$ cat config.mk
export PLATFORM = sky130hd
export DESIGN_NAME = inst_encoder
export DESIGN_NICKNAME = d
export VERILOG_FILES = /design/src/rtl/rv32_enc_pkg.sv /design/src/rtl/inst_pack.sv /design/src/rtl/inst_encoder.sv
export SDC_FILE = /design/constraint.sdc
export NUM_CORES = 1
export LEC_CHECK = 0
export CORE_MARGIN = 10
export CORE_UTILIZATION = 45
export CTS_CLUSTER_SIZE = 30
export DETAILED_ROUTE_END_ITERATION = 12
export PLACE_DENSITY = 0.77
export SYNTH_ARGS = -nofsm -noshare
export SYNTH_HDL_FRONTEND = slang
export SYNTH_SLANG_ARGS = --single-unit
export TNS_END_PERCENT = 20
$ cat constraint.sdc
create_clock -name clk -period 1.75 [get_ports clk]
set_clock_uncertainty 0.1 [all_clocks]
set_input_delay 0.35 -clock clk [delete_from_list [all_inputs] [get_ports clk]]
set_output_delay 0.35 -clock clk [all_outputs]
set_load 0.005 [all_outputs]
$ cat src/rtl/rv32_enc_pkg.sv
// Shared types and constants for the RV32I instruction encoder.
// The format enum, NOP word, opcodes, the stage-1 record and a signed-range helper.
package rv32_enc_pkg;

  typedef enum logic [2:0] {
    FMT_R = 3'd0,
    FMT_I = 3'd1,
    FMT_S = 3'd2,
    FMT_B = 3'd3,
    FMT_U = 3'd4,
    FMT_J = 3'd5
  } fmt_e;

  localparam logic [31:0] NOP = 32'h0000_0013;

  localparam logic [6:0] OP_LUI    = 7'h37;
  localparam logic [6:0] OP_AUIPC  = 7'h17;
  localparam logic [6:0] OP_JAL    = 7'h6F;
  localparam logic [6:0] OP_BRANCH = 7'h63;
  localparam logic [6:0] OP_STORE  = 7'h23;
  localparam logic [6:0] OP_IMM    = 7'h13;
  localparam logic [6:0] OP_LOAD   = 7'h03;
  localparam logic [6:0] OP_REG    = 7'h33;

  typedef struct packed {
    logic [2:0]  fmt;
    logic [6:0]  opcode;
    logic [4:0]  rd;
    logic [4:0]  rs1;
    logic [4:0]  rs2;
    logic [2:0]  funct3;
    logic [6:0]  funct7;
    logic [31:0] imm;
  } rec_t;

  // True when imm is representable as a signed value of the given bit count.
  function automatic logic fits_signed(input logic [31:0] imm, input int unsigned bits);
    logic [31:0] hi;
    hi = $signed(imm) >>> (bits - 1);
    return (hi == 32'h0000_0000) || (hi == 32'hFFFF_FFFF);
  endfunction

endpackage

$ cat src/rtl/inst_pack.sv
// Combinational RV32I field packer: scatters immediate bits into the instruction word
// (inverse of the core's immediate decode) and flags out-of-range immediates or bad formats.
module inst_pack
  import rv32_enc_pkg::*;
(
  input  logic [2:0]  fmt_i,
  input  logic [6:0]  opcode_i,
  input  logic [4:0]  rd_i,
  input  logic [4:0]  rs1_i,
  input  logic [4:0]  rs2_i,
  input  logic [2:0]  funct3_i,
  input  logic [6:0]  funct7_i,
  input  logic [31:0] imm_i,
  output logic [31:0] inst_o,
  output logic        err_o
);

  // Per-format packing; errored words are still packed from the truncated bits.
  always_comb begin
    inst_o = NOP;
    err_o  = 1'b0;
    case (fmt_e'(fmt_i))
      FMT_R: inst_o = {funct7_i, rs2_i, rs1_i, funct3_i, rd_i, opcode_i};
      FMT_I: begin
        inst_o = {imm_i[11:0], rs1_i, funct3_i, rd_i, opcode_i};
        err_o  = !fits_signed(imm_i, 32'd12);
      end
      FMT_S: begin
        inst_o = {imm_i[11:5], rs2_i, rs1_i, funct3_i, imm_i[4:0], opcode_i};
        err_o  = !fits_signed(imm_i, 32'd12);
      end
      FMT_B: begin
        inst_o = {imm_i[12], imm_i[10:5], rs2_i, rs1_i, funct3_i,
                  imm_i[4:1], imm_i[11], opcode_i};
        err_o  = !fits_signed(imm_i, 32'd13) || imm_i[0];
      end
      FMT_U: begin
        inst_o = {imm_i[31:12], rd_i, opcode_i};
        err_o  = (imm_i[11:0] != 12'h000);
      end
      FMT_J: begin
        inst_o = {imm_i[20], imm_i[10:1], imm_i[11], imm_i[19:12], rd_i, opcode_i};
        err_o  = !fits_signed(imm_i, 32'd21) || imm_i[0];
      end
      default: begin
        inst_o = NOP;
        err_o  = 1'b1;
      end
    endcase
  end

endmodule

$ cat src/rtl/inst_encoder.sv
// Two-stage pipelined RV32I encoder with valid/ready handshakes and
// hand-off statistics (wrapping encode count, saturating error count).
module inst_encoder
  import rv32_enc_pkg::*;
(
  input  logic        clk,
  input  logic        reset,
  input  logic        in_valid,
  output logic        in_ready,
  input  logic [2:0]  in_fmt,
  input  logic [6:0]  in_opcode,
  input  logic [4:0]  in_rd,
  input  logic [4:0]  in_rs1,
  input  logic [4:0]  in_rs2,
  input  logic [2:0]  in_funct3,
  input  logic [6:0]  in_funct7,
  input  logic [31:0] in_imm,
  output logic        out_valid,
  input  logic        out_ready,
  output logic [31:0] out_inst,
  output logic        out_err,
  input  logic        cnt_clr,
  output logic [15:0] enc_count,
  output logic [15:0] err_count
);

  logic        s1_valid_q, s1_valid_d;
  rec_t        s1_rec_q, s1_rec_d;
  logic        out_valid_q, out_valid_d;
  logic [31:0] out_inst_q, out_inst_d;
  logic        out_err_q, out_err_d;
  logic [15:0] enc_q, enc_d;
  logic [15:0] err_q, err_d;

  logic        s1_ready_s, s2_ready_s, hs_s;
  logic [31:0] pack_inst_s;
  logic        pack_err_s;

  inst_pack u_pack (
    .fmt_i    (s1_rec_q.fmt),
    .opcode_i (s1_rec_q.opcode),
    .rd_i     (s1_rec_q.rd),
    .rs1_i    (s1_rec_q.rs1),
    .rs2_i    (s1_rec_q.rs2),
    .funct3_i (s1_rec_q.funct3),
    .funct7_i (s1_rec_q.funct7),
    .imm_i    (s1_rec_q.imm),
    .inst_o   (pack_inst_s),
    .err_o    (pack_err_s)
  );

  assign s2_ready_s = !out_valid_q || out_ready;
  assign s1_ready_s = !s1_valid_q || s2_ready_s;
  assign hs_s       = out_valid_q && out_ready;

  // Next-state for both pipeline stages and the statistics counters.
  always_comb begin
    s1_valid_d  = s1_valid_q;
    s1_rec_d    = s1_rec_q;
    out_valid_d = out_valid_q;
    out_inst_d  = out_inst_q;
    out_err_d   = out_err_q;
    enc_d       = enc_q;
    err_d       = err_q;

    if (s1_ready_s) begin
      s1_valid_d = in_valid;
      if (in_valid) begin
        s1_rec_d = '{fmt: in_fmt, opcode: in_opcode, rd: in_rd, rs1: in_rs1,
                     rs2: in_rs2, funct3: in_funct3, funct7: in_funct7, imm: in_imm};
      end else begin
        s1_rec_d = s1_rec_q;
      end
    end else begin
      s1_valid_d = s1_valid_q;
    end

    if (s2_ready_s) begin
      out_valid_d = s1_valid_q;
      if (s1_valid_q) begin
        out_inst_d = pack_inst_s;
        out_err_d  = pack_err_s;
      end else begin
        out_inst_d = out_inst_q;
      end
    end else begin
      out_valid_d = out_valid_q;
    end

    // Clear takes priority over a same-cycle hand-off.
    if (cnt_clr) begin
      enc_d = 16'h0000;
      err_d = 16'h0000;
    end else if (hs_s) begin
      enc_d = enc_q + 16'h0001;
      if (out_err_q && (err_q != 16'hFFFF)) begin
        err_d = err_q + 16'h0001;
      end else begin
        err_d = err_q;
      end
    end else begin
      enc_d = enc_q;
    end
  end

  // State registers with synchronous reset.
  always_ff @(posedge clk) begin
    if (reset) begin
      s1_valid_q  <= 1'b0;
      s1_rec_q    <= '0;
      out_valid_q <= 1'b0;
      out_inst_q  <= 32'h0000_0000;
      out_err_q   <= 1'b0;
      enc_q       <= 16'h0000;
      err_q       <= 16'h0000;
    end else begin
      s1_valid_q  <= s1_valid_d;
      s1_rec_q    <= s1_rec_d;
      out_valid_q <= out_valid_d;
      out_inst_q  <= out_inst_d;
      out_err_q   <= out_err_d;
      enc_q       <= enc_d;
      err_q       <= err_d;
    end
  end

  assign in_ready  = s1_ready_s;
  assign out_valid = out_valid_q;
  assign out_inst  = out_inst_q;
  assign out_err   = out_err_q;
  assign enc_count = enc_q;
  assign err_count = err_q;

endmodule

==> results of run 1 <==
==> layout by cell type, fill, tap and decap left out, types with 5 or more instances in the layout <==
cell                                n
sky130_fd_sc_hd__clkdlybuf4s50_1   71
sky130_fd_sc_hd__nor3_1            11
sky130_fd_sc_hd__and3_1             6
sky130_fd_sc_hd__clkbuf_16         17
sky130_fd_sc_hd__a21oi_1           80
sky130_fd_sc_hd__buf_4             50
sky130_fd_sc_hd__nand4_1           14
sky130_fd_sc_hd__xor2_1             5
sky130_fd_sc_hd__a22oi_1           25
sky130_fd_sc_hd__xnor2_1           18
sky130_fd_sc_hd__nand2_1          158
sky130_fd_sc_hd__nor2_1            70
sky130_fd_sc_hd__dfxtp_2           20
sky130_fd_sc_hd__nor4_1             7
sky130_fd_sc_hd__nand3_1           10
sky130_fd_sc_hd__a221oi_1           5
sky130_fd_sc_hd__buf_12             5
sky130_fd_sc_hd__dlygate4sd2_1     45
sky130_fd_sc_hd__a211oi_1           6
sky130_fd_sc_hd__o221ai_1          13
sky130_fd_sc_hd__clkinvlp_4         5
sky130_fd_sc_hd__dlymetal6s2s_1    20
sky130_fd_sc_hd__inv_1             20
sky130_fd_sc_hd__dfxtp_1          113
sky130_fd_sc_hd__o21ai_0           21
==> registers in the layout (all words and copies together), names as in the netlist <==
signal,count
s1_rec_q,67
out_inst,32
enc_count,16
err_count,16
out_err,1
out_valid,1
s1_valid_q,1
==> metal layers <==
layer | vias to the layer above | track usage | share of wire
met5 | - | 0 | 0
li1 | 2770 | - | -
met4 | 0 | 0.0896 | 0.023
met1 | 2683 | 0.230 | 0.41
met3 | 34 | 0.0522 | 0.068
met2 | 238 | 0.343 | 0.50
==> cells by family after synthesis <==
family | synth area share
simple gates | 0.238
fa+ha+maj | 0.00443
buf+inv | 0.0514
xor+xnor | 0.0356
compound gates | 0.183
mux | 0.0131
flops | 0.475
==> through the flow <==
stage | setup WS [ns] | power, W
floorplan | 0.0531 | 0.00370
global placement | -0.331 | 0.00414
detailed placement | -0.450 | 0.00416
CTS | 0.000169 | 0.00734
global route | -0.0394 | 0.00757
finish | 0.0277 | 0.00731
==> worst paths after layout <==
kind / start / end / slack [ns] / depth (start not counted)
hold reg to reg: s1_rec_q[60] / s1_rec_q[60] / 0.35 / 2
setup reg to reg: enc_count[8] / enc_count[12] / 0.04 / 5
setup / recovery: out_inst[4] / out_inst[4] / 0.03 / 1
hold / removal: reset / s1_rec_q[4] / 0.09 / 2
==> cell type report <==
type / count / area (µm²) / area share
Clock inverter: 10 / 73.8 / 0.00909
Sequential cell: 134 / 2710 / 0.334
Timing Repair Buffer: 192 / 1840 / 0.227
Tap cell: 168 / 210 / 0.0259
Multi-Input combinational cell: 507 / 2750 / 0.338
Inverter: 20 / 75.1 / 0.00924
Clock buffer: 22 / 464 / 0.0572
==> power groups by stage <==
stage                     clock, W  combinational (W)  sequential [W]
after floorplan                  0           0.000376         0.00332
after global placement           0           0.000791         0.00335
after detailed placement         0           0.000805         0.00335
after CTS                  0.00325           0.000797         0.00329
after global routing       0.00339           0.000875         0.00330
final                      0.00322           0.000793         0.00329
==> repair_timing <==
| action | CTS | global route |
|---|---|---|
| endpoints found under the setup margin | 52 | 29 |
| buffers inserted | 0 | 0 |
| pin swaps | 0 | 2 |
| cloned | 0 | 0 |
| gates resized for setup | 73 | 30 |
==> impl_summary.txt, run 1 <==
----------------------------------------------------
[Outcome]
  Status ... complete, no violations

[Place]
  Number of I/O port buffers ... 138
  Placed wire-length estimate after detailed placement ... 13,100 µm
  Cell area reported after detailed placement ... 7510 µm²
  Cell count after placement ... between 1,000 and 1,500
  Weighted congestion at the end of routability-driven global placement ... 0.901

[Final layout]
  Share of the core filled with cells in the final layout ... 0.668
  Number of diodes added for antenna fixing ... 0
  Final layout net count ... 946
  Fraction of final layout cells sized beyond drive strength 1 ... 0.145
  Total non-filler cell area in the finished layout ... 8120 µm²
  Non-filler cells in the finished layout ... 1,053
  Area Growth Syn to Fin ... 43.7%
  Filler cell count in the final layout ... 1,003

[Power]
  Share of power burned in the clock network ... 0.441
  Relative contribution of sequential cells to total power ... 0.450
  Internal power summed over all cells ... approximately 0.0055 W
  Switching share of power ... 0.251
  Part of the total power dissipated in combinational logic ... 0.109
  Net switching power of the design ... 0.00183 W
  Static Leak ... about 3.5 nW
  Peak supply drop ... about 0.63 mV
  Pwr per Cell Area ... ~900 nW/µm²

[Yosys]
  Syn Std Cell Area ... 5650 µm²
  Warnings, synthesis ... 0
  Library cell with the highest instance count after synthesis ... sky130_fd_sc_hd__nand2_1
  Post-Synthesis Cells ... 712
  Yosys top cell area share ... 0.475
  Fraction of synthesis flops using an asynchronous set or reset pin ... 0
  Distinct cell type count of the synthesized netlist ... 44
  Synthesis-stage register bit count ... 134
  Number of enable flip-flop cells after synthesis ... 0
  Cell type contributing the most total cell area after synthesis ... sky130_fd_sc_hd__dfxtp_1
  Top flip-flop cell by instance count after synthesis ... sky130_fd_sc_hd__dfxtp_1
  Synth area leaders ... sky130_fd_sc_hd__dfxtp_1, sky130_fd_sc_hd__nand2_1, sky130_fd_sc_hd__a21oi_1, sky130_fd_sc_hd__nor2_1, sky130_fd_sc_hd__a22oi_1
  Synthesized area divided by synthesized cell count ... between 7 and 8 µm²
  Net count of the mapped netlist ... just under 800
  Sequential-to-total area share from yosys stat ... 0.475
  Cell types with the highest counts after synthesis ... sky130_fd_sc_hd__nand2_1, sky130_fd_sc_hd__dfxtp_1, sky130_fd_sc_hd__a21oi_1

[Critical path]
  Arrival time at the worst endpoint ... 1.27 ns
  Critical path, cell by cell ... clkdlybuf4s50_1
  Setup crit start kind ... flip-flop
  Number of buffer and inverter instances along the worst setup path ... 1
  CP peak stage delay ... roughly 0.52 ns
  Critical path required time ... 1.30 ns
  Max FO, Critical Path ... 2
  Slowest cell on the critical path ... sky130_fd_sc_hd__clkdlybuf4s50_1
  Class of the most critical setup path ... flip-flop to output port
  Cell family contributing the most delay on the critical path ... buffers and inverters
  Element type at the critical path end ... output port

[Floorplanning]
  Floorplan die area ... 17,400 µm²
  Die Ht ... ~130 µm
  Starting density of the core ... 0.465
  X dimension of the die ... roughly 130 µm
  Core area ... 12,200 µm²
  Boundary pin count ... 139
  Floorplan row count ... 40

[Clock network]
  Clock network latency to the later pin of the worst-skew pair ... between 0.4 and 0.5 ns
  Clock tree root driver cell ... sky130_fd_sc_hd__clkbuf_16
  H-tree depth ... 4
  Clock buffers created by TritonCTS ... 17
  Hold buffers post-CTS ... 0
  Clock net sink count ... 134
  Maximum count of clock buffers along a single path ... 2
  Clock tree from TritonCTS ... built
  CTS clock-pin slew for the worst setup and hold paths ... ~0.060 ns

[Timing]
  Final-report setup violation count ... 0
  Relative slew margins ... 0.657
  Fin. Hold Viols ... 0
  Fin Hold WS ... 0.0853 ns
  Unrepaired setup endpoints after global routing ... true
  Sum Neg Setup Slack ... 0 ns
  Final worst path period share ... 0.984
  Fmax ... approximately 580 MHz
  Final number of max-transition violations ... 0
  Slew at the pin closest to its max-slew limit ... between 0.5 and 0.6 ns
  Final worst path period need ... 1.72 ns

[Drt]
  Total vias in the final route ... 5,725
  Routed wire per std cell ... 17.0 µm
  Via density per instance ... ~5.4
  1st-pass router iterations ... 5
  Routed wire length ... 18,000 µm
  DRC violation count after routing ... 0
  Initial drt markers ... approximately 570
  Antenna viol nets, final ... 0

[Global routing]
  Antenna violations before repair ... 0
  Aggregate global routing overflow ... 0
  Overall global routing resource usage ... 0.201
  Via count of the first global-routing pass ... 5,797
  First-pass GRT wire length ... 29,000 µm
  Maximum number of pins on one net before global-route repair ... 51

[Hold path]
  Min-delay worst type ... input pin to flip-flop

[Flow run]
  Number of max-cap violations ... 0

----------------------------------------------------
Power figures use the tool's default switching activity.
==> run 2: changes to the inputs <==
--- a/config.mk
+++ b/config.mk
@@ -9,6 +9,7 @@
 export CORE_UTILIZATION = 45
 export CTS_CLUSTER_SIZE = 30
 export DETAILED_ROUTE_END_ITERATION = 12
+export GPL_ROUTABILITY_DRIVEN = 1
 export PLACE_DENSITY = 0.77
 export SYNTH_ARGS = -nofsm -noshare
 export SYNTH_HDL_FRONTEND = slang
==> results of run 2 <==
Same layout as run 1: the final DEF is identical, and so are final timing and power.
